$ cat config.mk
export PLATFORM = sky130hd
export DESIGN_NAME = fib_seq_gen_flat
export DESIGN_NICKNAME = d
export VERILOG_FILES = /design/src/rtl/fib_pkg.sv /design/src/rtl/fib_seq_gen_if.sv /design/src/rtl/fib_hist_buf.sv /design/src/rtl/fib_seq_gen.sv /design/src/flat_wrapper.sv
export SDC_FILE = /design/constraint.sdc
export NUM_CORES = 1
export LEC_CHECK = 0
export CORE_MARGIN = 2
export CORE_UTILIZATION = 25
export CTS_CLUSTER_SIZE = 10
export DETAILED_ROUTE_END_ITERATION = 8
export SETUP_SLACK_MARGIN = 0.2
export SYNTH_ARGS = -nofsm -noshare
export SYNTH_HDL_FRONTEND = slang
export SYNTH_SLANG_ARGS = --single-unit
$ cat constraint.sdc
create_clock -name clk -period 4.5 [get_ports clk]
set_input_delay 0.675 -clock clk [delete_from_list [all_inputs] [get_ports clk]]
set_output_delay 0.675 -clock clk [all_outputs]
set_load 0.01 [all_outputs]
$ cat src/rtl/fib_pkg.sv
// fib_pkg: overflow policy codes and FSM state type shared by the Fibonacci engine
package fib_pkg;
  localparam int MODE_WRAP = 0;
  localparam int MODE_SAT = 1;
  localparam int MODE_STOP = 2;
  typedef enum logic [1:0] {IDLE, EMIT, DONE} fib_state_t;
endpackage

$ cat src/rtl/fib_seq_gen_if.sv
// fib_seq_gen_if: control, output stream and history read port of the Fibonacci engine
interface fib_seq_gen_if #(
  parameter int WIDTH = 6,
  parameter int DEPTH = 8,
  parameter int CNTW = 8
);
  logic start;
  logic [WIDTH-1:0] seed0;
  logic [WIDTH-1:0] seed1;
  logic [CNTW-1:0] count;
  logic busy;
  logic done;
  logic overflow;
  logic out_valid;
  logic out_ready;
  logic [WIDTH-1:0] out_data;
  logic [$clog2(DEPTH)-1:0] rd_addr;
  logic [WIDTH-1:0] rd_data;
  logic [$clog2(DEPTH):0] hist_cnt;
  modport master (
    output start, seed0, seed1, count, out_ready, rd_addr,
    input busy, done, overflow, out_valid, out_data, rd_data, hist_cnt
  );
  modport slave (
    input start, seed0, seed1, count, out_ready, rd_addr,
    output busy, done, overflow, out_valid, out_data, rd_data, hist_cnt
  );
endinterface

$ cat src/rtl/fib_hist_buf.sv
// fib_hist_buf: ring of the last DEPTH emitted terms with saturating fill count
module fib_hist_buf #(
  parameter int WIDTH = 6,
  parameter int DEPTH = 8
) (
  input logic clk,
  input logic rst,
  input logic we,
  input logic [WIDTH-1:0] wdata,
  input logic [$clog2(DEPTH)-1:0] rd_addr,
  output logic [WIDTH-1:0] rd_data,
  output logic [$clog2(DEPTH):0] hist_cnt
);
  localparam int AW = $clog2(DEPTH);
  logic [WIDTH-1:0] mem [DEPTH];
  logic [AW-1:0] wr_ptr;
  assign rd_data = mem[rd_addr];
  always_ff @(posedge clk) begin
    if (rst) begin
      mem <= '{default: '0};
      wr_ptr <= '0;
      hist_cnt <= '0;
    end else if (we) begin
      mem[wr_ptr] <= wdata;
      wr_ptr <= wr_ptr + 1'b1;
      if (hist_cnt != (AW+1)'(DEPTH)) hist_cnt <= hist_cnt + 1'b1;
    end
  end
endmodule

$ cat src/rtl/fib_seq_gen.sv
// fib_seq_gen: seeded Fibonacci stream with WRAP/SAT/STOP overflow handling and term history
module fib_seq_gen
  import fib_pkg::*;
#(
  parameter int WIDTH = 6,
  parameter int DEPTH = 8,
  parameter int CNTW = 8,
  parameter int MODE = MODE_WRAP
) (
  input logic clk,
  input logic rst,
  fib_seq_gen_if.slave bus
);
  fib_state_t state, state_n;
  logic [WIDTH-1:0] a, b, nxt;
  logic [WIDTH:0] sum;
  logic a_ovf, b_ovf, ovf, blocked, hs;
  logic [CNTW-1:0] remaining;
  assign sum = {1'b0, a} + {1'b0, b};
  assign nxt = (MODE == MODE_SAT && (sum[WIDTH] || b_ovf)) ? '1 : sum[WIDTH-1:0];
  // under STOP a term born from a carry is withheld and ends the run
  assign blocked = state == EMIT && MODE == MODE_STOP && a_ovf;
  assign bus.out_valid = state == EMIT && !blocked;
  assign hs = bus.out_valid && bus.out_ready;
  assign bus.out_data = a;
  assign bus.busy = state != IDLE;
  assign bus.done = state == DONE;
  assign bus.overflow = ovf;
  always_ff @(posedge clk) begin
    if (rst) state <= IDLE;
    else state <= state_n;
  end
  always_comb begin
    state_n = state;
    state_n = (state == IDLE) ? (bus.start ? ((bus.count == '0) ? DONE : EMIT) : IDLE)
            : (state == EMIT) ? ((blocked || (hs && remaining == CNTW'(1))) ? DONE : EMIT)
            : IDLE;
  end
  always_ff @(posedge clk) begin
    if (rst) begin
      a <= '0;
      b <= '0;
      a_ovf <= 1'b0;
      b_ovf <= 1'b0;
      remaining <= '0;
      ovf <= 1'b0;
    end else begin
      if (state == IDLE && bus.start) begin
        ovf <= 1'b0;
        if (bus.count != '0) begin
          a <= bus.seed0;
          b <= bus.seed1;
          a_ovf <= 1'b0;
          b_ovf <= 1'b0;
          remaining <= bus.count;
        end
      end
      if (hs) begin
        a <= b;
        a_ovf <= b_ovf;
        b <= nxt;
        b_ovf <= MODE == MODE_STOP && sum[WIDTH];
        remaining <= remaining - 1'b1;
        if (MODE != MODE_STOP && sum[WIDTH]) ovf <= 1'b1;
      end
      if (blocked) ovf <= 1'b1;
    end
  end
  fib_hist_buf #(.WIDTH(WIDTH), .DEPTH(DEPTH)) hist (
    .clk(clk),
    .rst(rst),
    .we(hs),
    .wdata(a),
    .rd_addr(bus.rd_addr),
    .rd_data(bus.rd_data),
    .hist_cnt(bus.hist_cnt)
  );
endmodule
$ cat src/flat_wrapper.sv
// flat-port wrapper written by rule: the top's interface ports become plain ports
module fib_seq_gen_flat import fib_pkg::*;
#(
  parameter int WIDTH = 6,
  parameter int DEPTH = 8,
  parameter int CNTW = 8,
  parameter int MODE = MODE_WRAP
)
  (clk, rst, bus_start, bus_seed0, bus_seed1, bus_count, bus_out_ready, bus_rd_addr, bus_busy, bus_done, bus_overflow, bus_out_valid, bus_out_data, bus_rd_data, bus_hist_cnt);
  fib_seq_gen_if #(.WIDTH(WIDTH), .DEPTH(DEPTH), .CNTW(CNTW)) bus_i ();
  input logic clk;
  input logic rst;
  input wire logic [$bits(bus_i.start)-1:0] bus_start;
  input wire logic [$bits(bus_i.seed0)-1:0] bus_seed0;
  input wire logic [$bits(bus_i.seed1)-1:0] bus_seed1;
  input wire logic [$bits(bus_i.count)-1:0] bus_count;
  input wire logic [$bits(bus_i.out_ready)-1:0] bus_out_ready;
  input wire logic [$bits(bus_i.rd_addr)-1:0] bus_rd_addr;
  output wire logic [$bits(bus_i.busy)-1:0] bus_busy;
  output wire logic [$bits(bus_i.done)-1:0] bus_done;
  output wire logic [$bits(bus_i.overflow)-1:0] bus_overflow;
  output wire logic [$bits(bus_i.out_valid)-1:0] bus_out_valid;
  output wire logic [$bits(bus_i.out_data)-1:0] bus_out_data;
  output wire logic [$bits(bus_i.rd_data)-1:0] bus_rd_data;
  output wire logic [$bits(bus_i.hist_cnt)-1:0] bus_hist_cnt;
  assign bus_i.start = bus_start;
  assign bus_i.seed0 = bus_seed0;
  assign bus_i.seed1 = bus_seed1;
  assign bus_i.count = bus_count;
  assign bus_i.out_ready = bus_out_ready;
  assign bus_i.rd_addr = bus_rd_addr;
  assign bus_busy = bus_i.busy;
  assign bus_done = bus_i.done;
  assign bus_overflow = bus_i.overflow;
  assign bus_out_valid = bus_i.out_valid;
  assign bus_out_data = bus_i.out_data;
  assign bus_rd_data = bus_i.rd_data;
  assign bus_hist_cnt = bus_i.hist_cnt;
  fib_seq_gen #(.WIDTH(WIDTH), .DEPTH(DEPTH), .CNTW(CNTW), .MODE(MODE)) u_core (.clk(clk), .rst(rst), .bus(bus_i));
endmodule
==> Word level (Yosys, flattened, before mapping) <==
Cells that the tools add are included.
{ "op_classes": {"addsub": 4, "mul": 0, "div": 0, "n_lt_le_gt_ge": 3, "eq_ne": 4, "shifts": 0, "n_mux": 23, "n_bitwise": 2, "n_reduce_logical": 12} }
{ "ops": {"columns": ["op", "count"], "rows": [
  ["2-to-1 mux 6 bit", 9],
  ["bitwise mux 48 bit", 1],
  ["2-to-1 mux 8 bit", 3],
  ["binary-select mux 6 bit (select 3 bit)", 1],
  ["demux 6 bit (select 3 bit)", 1],
  ["2-to-1 mux 2 bit", 5],
  ["== test 8 x 1 -> 1 bit (second input constant)", 1],
  ["greater-or-equal comparator 4 bit (second input constant)", 2],
  ["zero test 8 bit", 1],
  ["NOT 3 -> 4 bit", 2],
  ["nonzero test 8 bit", 1],
  ["subtractor 8 x 1 -> 8 bit (second input constant)", 1],
  ["adder 6 x 6 -> 7 bit", 1],
  ["nonzero test 2 bit", 3],
  ["adder 4 x 1 -> 4 bit (second input constant)", 1],
  ["logical AND 1 bit", 4],
  ["less-than comparator 4 x 1 -> 1 bit (second input constant)", 1],
  ["!= test 4 bit (second input constant)", 1],
  ["AND reduction 2 bit", 2],
  ["adder 3 x 1 -> 3 bit (second input constant)", 1],
  ["2-to-1 mux 1 bit", 3],
  ["== test 2 x 1 -> 1 bit (second input constant)", 1],
  ["== test 2 bit (second input constant)", 1],
  ["zero test 2 bit", 1]
]} }
{ "word_totals": {"reg_bits": 78, "latch_bits": 0, "ramBits": 0, "rom_bits": 0, "in_bits": 27, "output_inout_bits": 20, "mem_count": 0} }

==> Logic depth before layout (Yosys ltp) <==
Gate-level depths: netlist (run 1).
{ "logic_depth": {"word_depth": 6, "depth_mapped": 8, "mapped_depth_nobuf": 8} }

==> Modules after synthesis <==
Synthesis (run 1) repeated with hierarchy kept, for this count alone.
{ "unflattened": {"hier_cells": 380, "hier_area_um2": 3849.9} }
{ "by_module_without_submodules": {"columns": ["mod", "n_inst", "cells_per_inst", "area_per_inst_um2", "seq_area_each_um2"], "rows": [
  ["fib_hist_buf", 1, 227, 2519.9, 1101.1],
  ["fib_seq_gen", 1, 153, 1330.0, 460.4]
]} }

==> Least setup slack after synthesis (run 1) <==
No wires, ideal clock.
{ "synth_timing": {"kind": "input-to-output", "startpoint": "in bus_rd_addr[1]", "endpoint": "out bus_rd_data[3]", "arrival_ns": 1.859, "required_time_ns": 3.825, "slack_ns": 1.966, "path_stages": 3, "path_buffers": 1, "path_cell_list": "buf_1 -> mux4_2 -> mux2_2"} }
{ "synth_via": {"elab_chain_cells": 4} }
{ "synth_rtl": {"columns": ["item", "line", "rtl"], "rows": [
  ["from (decl)", "flat_wrapper.sv:18", "input wire logic [$bits(bus_i.rd_addr)-1:0] bus_rd_addr;"],
  ["NOT 3 -> 4 bit (not written as such)", "fib_hist_buf.sv:17", "assign rd_data = mem[rd_addr];"],
  ["binary-select mux 6 bit (select 3 bit)", "fib_hist_buf.sv:17", null],
  ["2-to-1 mux 6 bit (not written as such) (2 in series)", "fib_hist_buf.sv:17", null],
  ["to (decl)", "flat_wrapper.sv:24", "output wire logic [$bits(bus_i.rd_data)-1:0] bus_rd_data;"]
]} }
Every way passes these cells. The select of a mux whose other input is x is not followed.

==> Worst setup path after layout (run 1) <==
{ "layout_timing": {"startpoint": "in bus_rd_addr[0]", "endpoint": "out bus_rd_data[1]"} }
Same word-level chain as after synthesis.

==> results of run 1 <==
where the power goes:
group	switching [mW]	internal (mW)	leakage [nW]
Clock	0.273	0.607	0.175
Sequential	0.0368	0.713	0.633
Combinational	0.102	0.0927	0.987
Total	0.412	1.41	1.79
synthesized netlist by cell type (all sizes together), types with 3 or more instances:
master  number
mux2         8
nand2       32
nor3         3
ha          11
dfxtp       78
nand3       10
mux2i       37
buf         10
nand3b       6
a21oi       30
o21ai       16
xor2         4
clkbuf      18
nor3b        3
nor2b        4
a31oi        5
inv         10
nor2        65
mux4        12
a211oi       6
xnor2        5
nor4         5
layout by cell type (no fill, tap or decap), drive strengths merged, types with 2 or more instances in the layout:
cell type	instances
buf	4
a22oi	2
xor2	4
nand3	10
a311oi	2
nor2	65
inv	10
a21o	2
o22ai	2
clkbuf	10
nor4	5
mux2	8
nor3b	3
and3	2
dfxtp	78
or4	2
nand2	32
a211oi	6
bufinv	4
nor3	3
xnor2	5
ha	11
o21ai	16
clkdlybuf4s50	45
a31oi	5
nor2b	4
mux2i	37
mux4	12
a21oi	30
nand3b	6
area by class of cell:
type,count,area (sq um)
timing repair buffer,49,478.0
inverter,10,37.54
fill,1564,10320
clock inverter,4,120.1
tap,188,235.2
sequential,78,1562
multi-input combinational,284,2101
clock buffer,10,239.0
worst paths after layout:
check                                           end  slack [ns]  cells after the start
worst max-delay path                 bus_rd_data[1]        0.85                      4
worst min-delay path            u_core.hist.mem[46]        0.46                      2
worst max register to register          u_core.b[4]        2.44                      8
worst min register to register  u_core.hist.mem[46]        0.46                      2
cells by family (layout without fill, tap and decap cells):
| kind of cell | Yosys count | in the layout | synth area share [%] |
|---|---|---|---|
| mux | 57 | 57 | 19.12 |
| fa+ha+maj | 12 | 12 | 4.124 |
| simple gates | 137 | 137 | 18.04 |
| compound gates | 69 | 69 | 11.62 |
| flops | 78 | 78 | 40.85 |
| buf+inv | 38 | 73 | 4.190 |
| xor+xnor | 9 | 9 | 2.062 |
stage by stage:
step	setup slack, ns	std cells
3_3_place_gp	0.8766	609
2_1_floorplan	1.966	400
6_report	0.8512	623
3_5_place_dp	0.8373	609
4_1_cts	0.8222	623
5_1_grt	0.7233	623
registers in the layout, indices dropped and copies added, names as in the netlist:
signal,count
u_core.hist.mem,48
u_core.hist.hist_cnt,4
u_core.state,2
u_core.bus.overflow,1
u_core.bus.out_data,6
u_core.hist.wr_ptr,3
u_core.remaining,8
u_core.b,6
metal layers:
layer	wire, microns	share of wire (%)
met2	4537	48
met3	428	4.5
met4	70	0.74
met1	4416	47
met5	0	0
worst max-delay path: cells and delay by family:
kind / cells / cell delay [ns]
buffers and inverters: 2 / 1.42
multiplexers: 2 / 0.88
==> metrics.yaml, run 1 <==
timing.critical_path.cells: "clkdlybuf4s50_1, mux4_2, mux2_2, clkdlybuf4s50_1"
drv_slew: 0
portBuffers: 46
post_cts.resized_instances: 0
placement.cell_area_sq_mm: 0.004413
pwr_density_mw_per_mm2: 382.3
syn_area_sq_mm: 0.003822
global_route_wire_length_before_repair_mm: 15.80
clkTransAtPathRegs_ns: 0.05
cts_root_buf: "clkbuf_16"
setup_violations: 0
ys_seq_elements: 78
grt_usage_pct: 12.53
worst_slew_pin_slew_ns: 0.9731
rsz0062_at_grt: "no"
tritoncts: "done"
max_cap_viol: 0
netlist_top_cells_area: "dfxtp_1, mux2i_1, mux4_2"
gp_routability_congestion: 0.7984
count_of_cell_types_in_the_netlist: 51
synth_nets: 439
drt_first_pass_iters: 4
worstHoldStart: "u_core.hist.mem[46]"
detailedPlacementHpwl_mm: 6.836
antenna_violating_nets_post_route: 0
critical_path_peak_fanout: 12
timing_limited_maximum_frequency_ghz: 0.2741
routed-via-count: 2956
dr.first_iter.drc_count: 189
core.rowCount: 45
die_w_microns: 127.7
post_drt_via_cell_ratio: 4.745
ctsHoldBuffers: 0
design.core.area_sq_mm: 0.01509
syn_area_per_cell_sq_um: 9.556
gr-max-usage-layer: "met2"
final.min_clock_period_ns: 3.649
grt_overflow: 0
critical_path.max_stage_delay_ns: 0.94
cts.path.max_buffers: 2
areaGrowthSynthToFinish_pct: 24.84
finalSetupTns_ns: 0
static-leakage-power_nw: 1.794
final.hold.worst_slack_ns: 0.4591
min_period_over_period_pct: 81.08
finalHoldViolations: 0
nNetsFinal: 471
synth-warning-count: 0
post-cts-setup-buffers: 0
synth_flop_cell: "dfxtp_1"
worstReg2RegStart: "u_core.bus.out_data[0]"
initial_utilization_pct: 25.33
finish.instance_area_sq_mm: 0.004772
io-pin-count: 47
diodes: 0
core_util_final_pct: 31.63
finalPower_mw: 1.824
ys_async_sr_fraction_pct: 0
crit_start: "bus_rd_addr[0]"
clock_insertion_delay_at_the_later_pin_of_the_skew_report_ns: 0.34
clock_sinks: 78
fin_worst_skew_ns: 0.003483
timing.critical_path.arrival_ns: 2.97
max_slew_headroom_pct: 35.13
htree_num_levels: 3
dieHeight_microns: 127.7
synthCells: 400
route.detailed.drc: 0
endpoint_type_of_the_worst_setup_path: "primary output"
synth_sequential_area_ratio_pct: 40.85
die_area_sq_mm: 0.01629
maximum_number_of_pins_on_one_net_before_global_route_repair: 47
gr-usage-met3_pct: 4.132
wirelength_mm: 9.453
grtUsageMet2_pct: 20.04
worst_hold_path_type: "flop to flop"
grt_util_met1_pct: 16.30
library_cell_occupying_the_most_area_in_the_post_synthesis_netlist: "dfxtp_1"
route.detailed.wl_per_inst_microns: 15.17
status: "complete, no violations"
worstPathRequired_ns: 3.83
netlist.area_leader.share_pct: 40.85
most_common_cell_on_crit_path: "clkdlybuf4s50_1"
vias_in_the_first_global_route: 3006
tritoncts.num_buffers: 9
grt_antenna_before_repair: 0
worstSetupStartpointType: "input pin"
power.ir.vdd_worst_v: 0.0001950
setup.worst_path.class: "input pin to primary output"
slowest_stage: "clkdlybuf4s50_1"
drive_above_1_share_pct: 14.02
number_of_synthesized_flops_with_an_enable_pin: 0
No activity file was read; power rests on OpenSTA's default activity.
==> inputs of run 2 (changes only) <==
==> constraint.sdc (replaced) <==
create_clock -name clk -period 3.8 [get_ports clk]
set_input_delay 0.57 -clock clk [delete_from_list [all_inputs] [get_ports clk]]
set_output_delay 0.57 -clock clk [all_outputs]
set_load 0.01 [all_outputs]
==> metrics.yaml, run 2 (synthesized netlist as in run 1, its figures left out) <==
status: "complete, no violations"
htree_num_levels: 3
crit_start: "bus_rd_addr[1]"
global_route_wire_length_before_repair_mm: 15.70
slowest_stage: "clkdlybuf4s50_1"
worstHoldStart: "u_core.hist.mem[43]"
routed-via-count: 2998
tritoncts: "done"
rsz0062_at_grt: "no"
maximum_number_of_pins_on_one_net_before_global_route_repair: 47
areaGrowthSynthToFinish_pct: 23.93
multiInputGateArea_sq_mm: 0.002101
vias_in_the_first_global_route: 3052
detailedPlacementHpwl_mm: 6.834
fillers: 1558
grt_overflow: 0
setup.worst_path.class: "input pin to primary output"
wirelength_mm: 9.487
dr.first_iter.drc_count: 169
route.detailed.drc: 0
clkTransAtPathRegs_ns: 0.06
dieHeight_microns: 127.7
min_period_over_period_pct: 85.10
route.detailed.wl_per_inst_microns: 15.11
max_slew_headroom_pct: 34.84
antenna_violating_nets_post_route: 0
design.core.area_sq_mm: 0.01509
endpoint_type_of_the_worst_setup_path: "primary output"
critical_path_peak_fanout: 9
clock_sinks: 78
whs_path_depth: 2
placement.cell_area_sq_mm: 0.004436
timing_limited_maximum_frequency_ghz: 0.3092
static-leakage-power_nw: 1.776
most-common-layout-cells: "dfxtp_1, nor2_1, clkdlybuf4s50_1, mux2i_1, nand2_1"
finish.instance_area_sq_mm: 0.004737
worstSetupStartpointType: "input pin"
crit_family: "buffers and inverters"
max_cap_viol: 0
timing.critical_path.cells: "clkdlybuf4s50_1, mux4_2, mux2_2, clkdlybuf4s50_1"
cts_root_buf: "clkbuf_16"
worst_slew_pin_slew_ns: 0.9774
grt_antenna_before_repair: 0
final.hold.worst_slack_ns: 0.4584
worstReg2RegStart: "u_core.bus.out_data[0]"
post-cts-setup-buffers: 0
drt_first_pass_iters: 8
layout.area.seq_sq_mm: 0.001562
portBuffers: 46
drive_above_1_share_pct: 14.77
post_drt_via_cell_ratio: 4.774
die_area_sq_mm: 0.01629
finalHoldViolations: 0
final.min_clock_period_ns: 3.234
crit_buf_inv: 2
finalSetupTns_ns: 0
ctsHoldBuffers: 0
r2r_setup_slack_ns: 1.73
critical_path_cell_count: 4
clock_insertion_delay_at_the_later_pin_of_the_skew_report_ns: 0.33
nNetsFinal: 474
layout_setup_ws_ns: 0.5664
largestRegisters: "u_core.hist.mem: 48 flops, u_core.remaining: 8 flops"
power.ir.vdd_worst_v: 0.0002828
worst_hold_path_type: "flop to flop"
dp_worst_slack_ns: 0.5645
gp_routability_congestion: 0.8092
core.rowCount: 45
grt_usage_pct: 12.31
worstPathRequired_ns: 3.23
diodes: 0
largest_register: "u_core.hist.mem"
die_w_microns: 127.7
ff2ff_path_depth: 8
leading_cell_type_in_the_layout_fill_and_taps_excluded: "dfxtp_1"
largest_reg_flops: 48
pwr_density_mw_per_mm2: 419.7
fin_worst_skew_ns: 0.004155
tritoncts.num_buffers: 9
drv_slew: 0
io-pin-count: 47
setup_violations: 0
cts.path.max_buffers: 2
critical_path.max_stage_delay_ns: 0.77
initial_utilization_pct: 25.33
most_common_cell_on_crit_path: "clkdlybuf4s50_1"
timing.critical_path.arrival_ns: 2.66
post_cts.resized_instances: 0
-- run 2: changes by cell type in the layout (fill, tap and decap cells not counted) --
cell        change
buf_4           +3
bufinv_16       -3
clkbuf_1        +1
clkinv_2        +1
clkinv_4        +1
clkinvlp_4      +2
-- run 2: area by class of cell --
class / count / area share (%)
clock inverter: 5 / 1.241
multi-input combinational: 284 / 44.35
clock buffer: 11 / 5.124
tap: 188 / 4.966
timing repair buffer: 52 / 10.57
inverter: 10 / 0.7924
sequential: 78 / 32.96
-- run 2: report_power, final --
group	leakage, nW	switching, mW	internal (mW)
Sequential	0.633	0.0430	0.845
Clock	0.142	0.338	0.527
Combinational	1.00	0.123	0.112
Total	1.78	0.504	1.48
-- run 2: tightest hold or removal path, cell delays in order, from the launching register on --
cell and delay [ns]:
dfxtp_1 0.31, nand2_1 0.05, a21oi_1 0.05
-- run 2: final timing paths --
path	end
worst min-delay path	u_core.hist.mem[43]
worst max-delay path	bus_rd_data[3]
worst min register to register	u_core.hist.mem[43]
worst max register to register	u_core.b[4]
-- run 2: per-stage QoR --
stage	power (mW)	cells	utilization, %
2_1_floorplan	1.050	400	-
4_1_cts	2.012	628	31.39
6_report	1.988	628	31.39
3_3_place_gp	1.134	612	29.39
3_5_place_dp	1.142	612	29.39
5_1_grt	2.075	628	31.39
-- run 2: routing by layer --
metal	up-vias	wire length (microns)	GRT usage, %
met5	-	0	0
met4	0	114	3.620
met3	9	540	3.589
met2	74	4376	19.50
met1	1438	4455	16.30
li1	1477	-	-
==> inputs of run 3 (changes only) <==
==> constraint.sdc (replaced) <==
create_clock -name clk -period 3.8 [get_ports clk]
set_input_delay 0.76 -clock clk [delete_from_list [all_inputs] [get_ports clk]]
set_output_delay 0.76 -clock clk [all_outputs]
set_load 0.01 [all_outputs]
==> metrics.yaml, run 3 (synthesized netlist as in run 1, its figures left out) <==
status: "complete, no violations"
route.detailed.wl_per_inst_microns: 15.50
endpoint_type_of_the_worst_setup_path: "primary output"
wirelength_mm: 9.751
post_cts.resized_instances: 0
crit_buf_inv: 3
ctsHoldBuffers: 0
post_drt_via_cell_ratio: 4.870
core_util_final_pct: 31.89
htree_num_levels: 3
timing.critical_path.cells: "clkdlybuf4s50_1, buf_4, mux4_2, mux2_2, clkdlybuf4s50_1"
worstSetupStartpointType: "input pin"
setup.worst_path.class: "input pin to primary output"
gp_routability_congestion: 0.8255
fillers: 1550
post-cts-setup-buffers: 0
tritoncts.num_buffers: 9
critical_path_cell_count: 5
multiInputGateArea_sq_mm: 0.002101
die_w_microns: 127.7
setup.worst_path.end: "bus_rd_data[3]"
worstPathRequired_ns: 3.04
detailedPlacementHpwl_mm: 6.905
worst_hold_path_type: "flop to flop"
rsz0062_at_grt: "no"
core.rowCount: 45
grt_antenna_before_repair: 0
final.hold.worst_slack_ns: 0.4673
portBuffers: 46
worst_r2r_endpoint: "u_core.b[4]"
layout.area.seq_sq_mm: 0.001562
vias_in_the_first_global_route: 2895
timing.critical_path.arrival_ns: 2.75
dieHeight_microns: 127.7
drt_first_pass_iters: 4
worstHoldStart: "u_core.remaining[6]"
routed-via-count: 3063
most_common_cell_on_crit_path: "clkdlybuf4s50_1"
final.min_clock_period_ns: 3.508
grt_overflow: 0
route.detailed.drc: 0
io-pin-count: 47
nNetsFinal: 475
largestRegisters: "u_core.hist.mem: 48 flops, u_core.remaining: 8 flops"
clkTransAtPathRegs_ns: 0.06
maximum_number_of_pins_on_one_net_before_global_route_repair: 56
worst_slew_pin_slew_ns: 0.6880
initial_utilization_pct: 25.33
timing_limited_maximum_frequency_ghz: 0.2850
dr.first_iter.drc_count: 203
clock_sinks: 78
worstReg2RegStart: "u_core.bus.out_data[0]"
tritoncts: "done"
ff2ff_path_depth: 8
static-leakage-power_nw: 1.811
r2r_setup_slack_ns: 1.67
largest_register: "u_core.hist.mem"
leading_cell_type_in_the_layout_fill_and_taps_excluded: "dfxtp_1"
areaGrowthSynthToFinish_pct: 25.89
setup_violations: 0
global_route_wire_length_before_repair_mm: 15.55
max_cap_viol: 0
crit_start: "bus_rd_addr[0]"
finalSetupTns_ns: 0
drv_slew: 0
die_area_sq_mm: 0.01629
cts.path.max_buffers: 2
min_period_over_period_pct: 92.32
crit_family: "buffers and inverters"
max_slew_headroom_pct: 53.88
diodes: 0
pwr_density_mw_per_mm2: 454.7
largest_reg_flops: 48
instances_no_fill: 629
slowest_stage: "mux4_2"
finalHoldViolations: 0
critical_path.max_stage_delay_ns: 0.53
power.ir.vdd_worst_v: 0.0002256
fin_worst_skew_ns: 0.005830
drive_above_1_share_pct: 15.19
clock_insertion_delay_at_the_later_pin_of_the_skew_report_ns: 0.34
placed_cells_incl_taps: 613
cts_root_buf: "clkbuf_16"
critical_path_peak_fanout: 12
design.core.area_sq_mm: 0.01509
finish.instance_area_sq_mm: 0.004812
antenna_violating_nets_post_route: 0
placement.cell_area_sq_mm: 0.004443
most-common-layout-cells: "dfxtp_1, nor2_1, clkdlybuf4s50_1, mux2i_1, nand2_1"
grt_usage_pct: 12.33
run 3: cell type report:
cell class              instances  share of cell area, %
multi-input cells             284                  43.66
well taps                     188                  4.888
repair buffers                 53                  10.56
clock inverters                 7                  2.990
flip-flops and latches         78                  32.45
inverters                      10                 0.7800
clock buffers                   9                  4.680
run 3: power breakdown:
group	total, mW	internal [mW]	leakage, nW	switching, mW
clock	1.06	0.710	0.172	0.350
combinational	0.235	0.113	1.01	0.122
sequential	0.893	0.844	0.633	0.0484
run 3: stage by stage:
stage / worst slack (ns) / total power, mW
after floorplan: 1.096 / 1.050
after global placement: 0.3151 / 1.138
after detailed placement: 0.2707 / 1.145
after CTS: 0.2770 / 2.209
after global routing: 0.2195 / 2.267
final: 0.2918 / 2.188
run 3: worst min-delay path by stage:
stage,depth (start not counted),end
after global routing,2,u_core.remaining[6]
after detailed placement,2,u_core.hist.mem[45]
after global placement,2,u_core.remaining[6]
final,2,u_core.remaining[6]
after CTS,2,u_core.hist.mem[45]
after floorplan,2,u_core.hist.mem[42]
run 3: worst register-to-register path: stages (launching register included):
cell,delay (ns)
dfxtp_1,0.63
ha_1,0.29
inv_1,0.07
fa_1,0.40
nor2b_1,0.12
o21ai_0,0.09
nand2b_1,0.12
xnor2_1,0.17
a211oi_2,0.11
run 3: metal layers:
| layer | global-route usage, % | up-vias | share of wire [%] | wire length, microns |
|---|---|---|---|---|
| met5 | 0 | - | 0 | 0 |
| met4 | 3.555 | 0 | 1.4 | 135 |
| met3 | 3.381 | 11 | 5.3 | 518 |
| met2 | 19.69 | 80 | 46 | 4479 |
| met1 | 16.36 | 1492 | 47 | 4618 |
| li1 | - | 1480 | - | - |
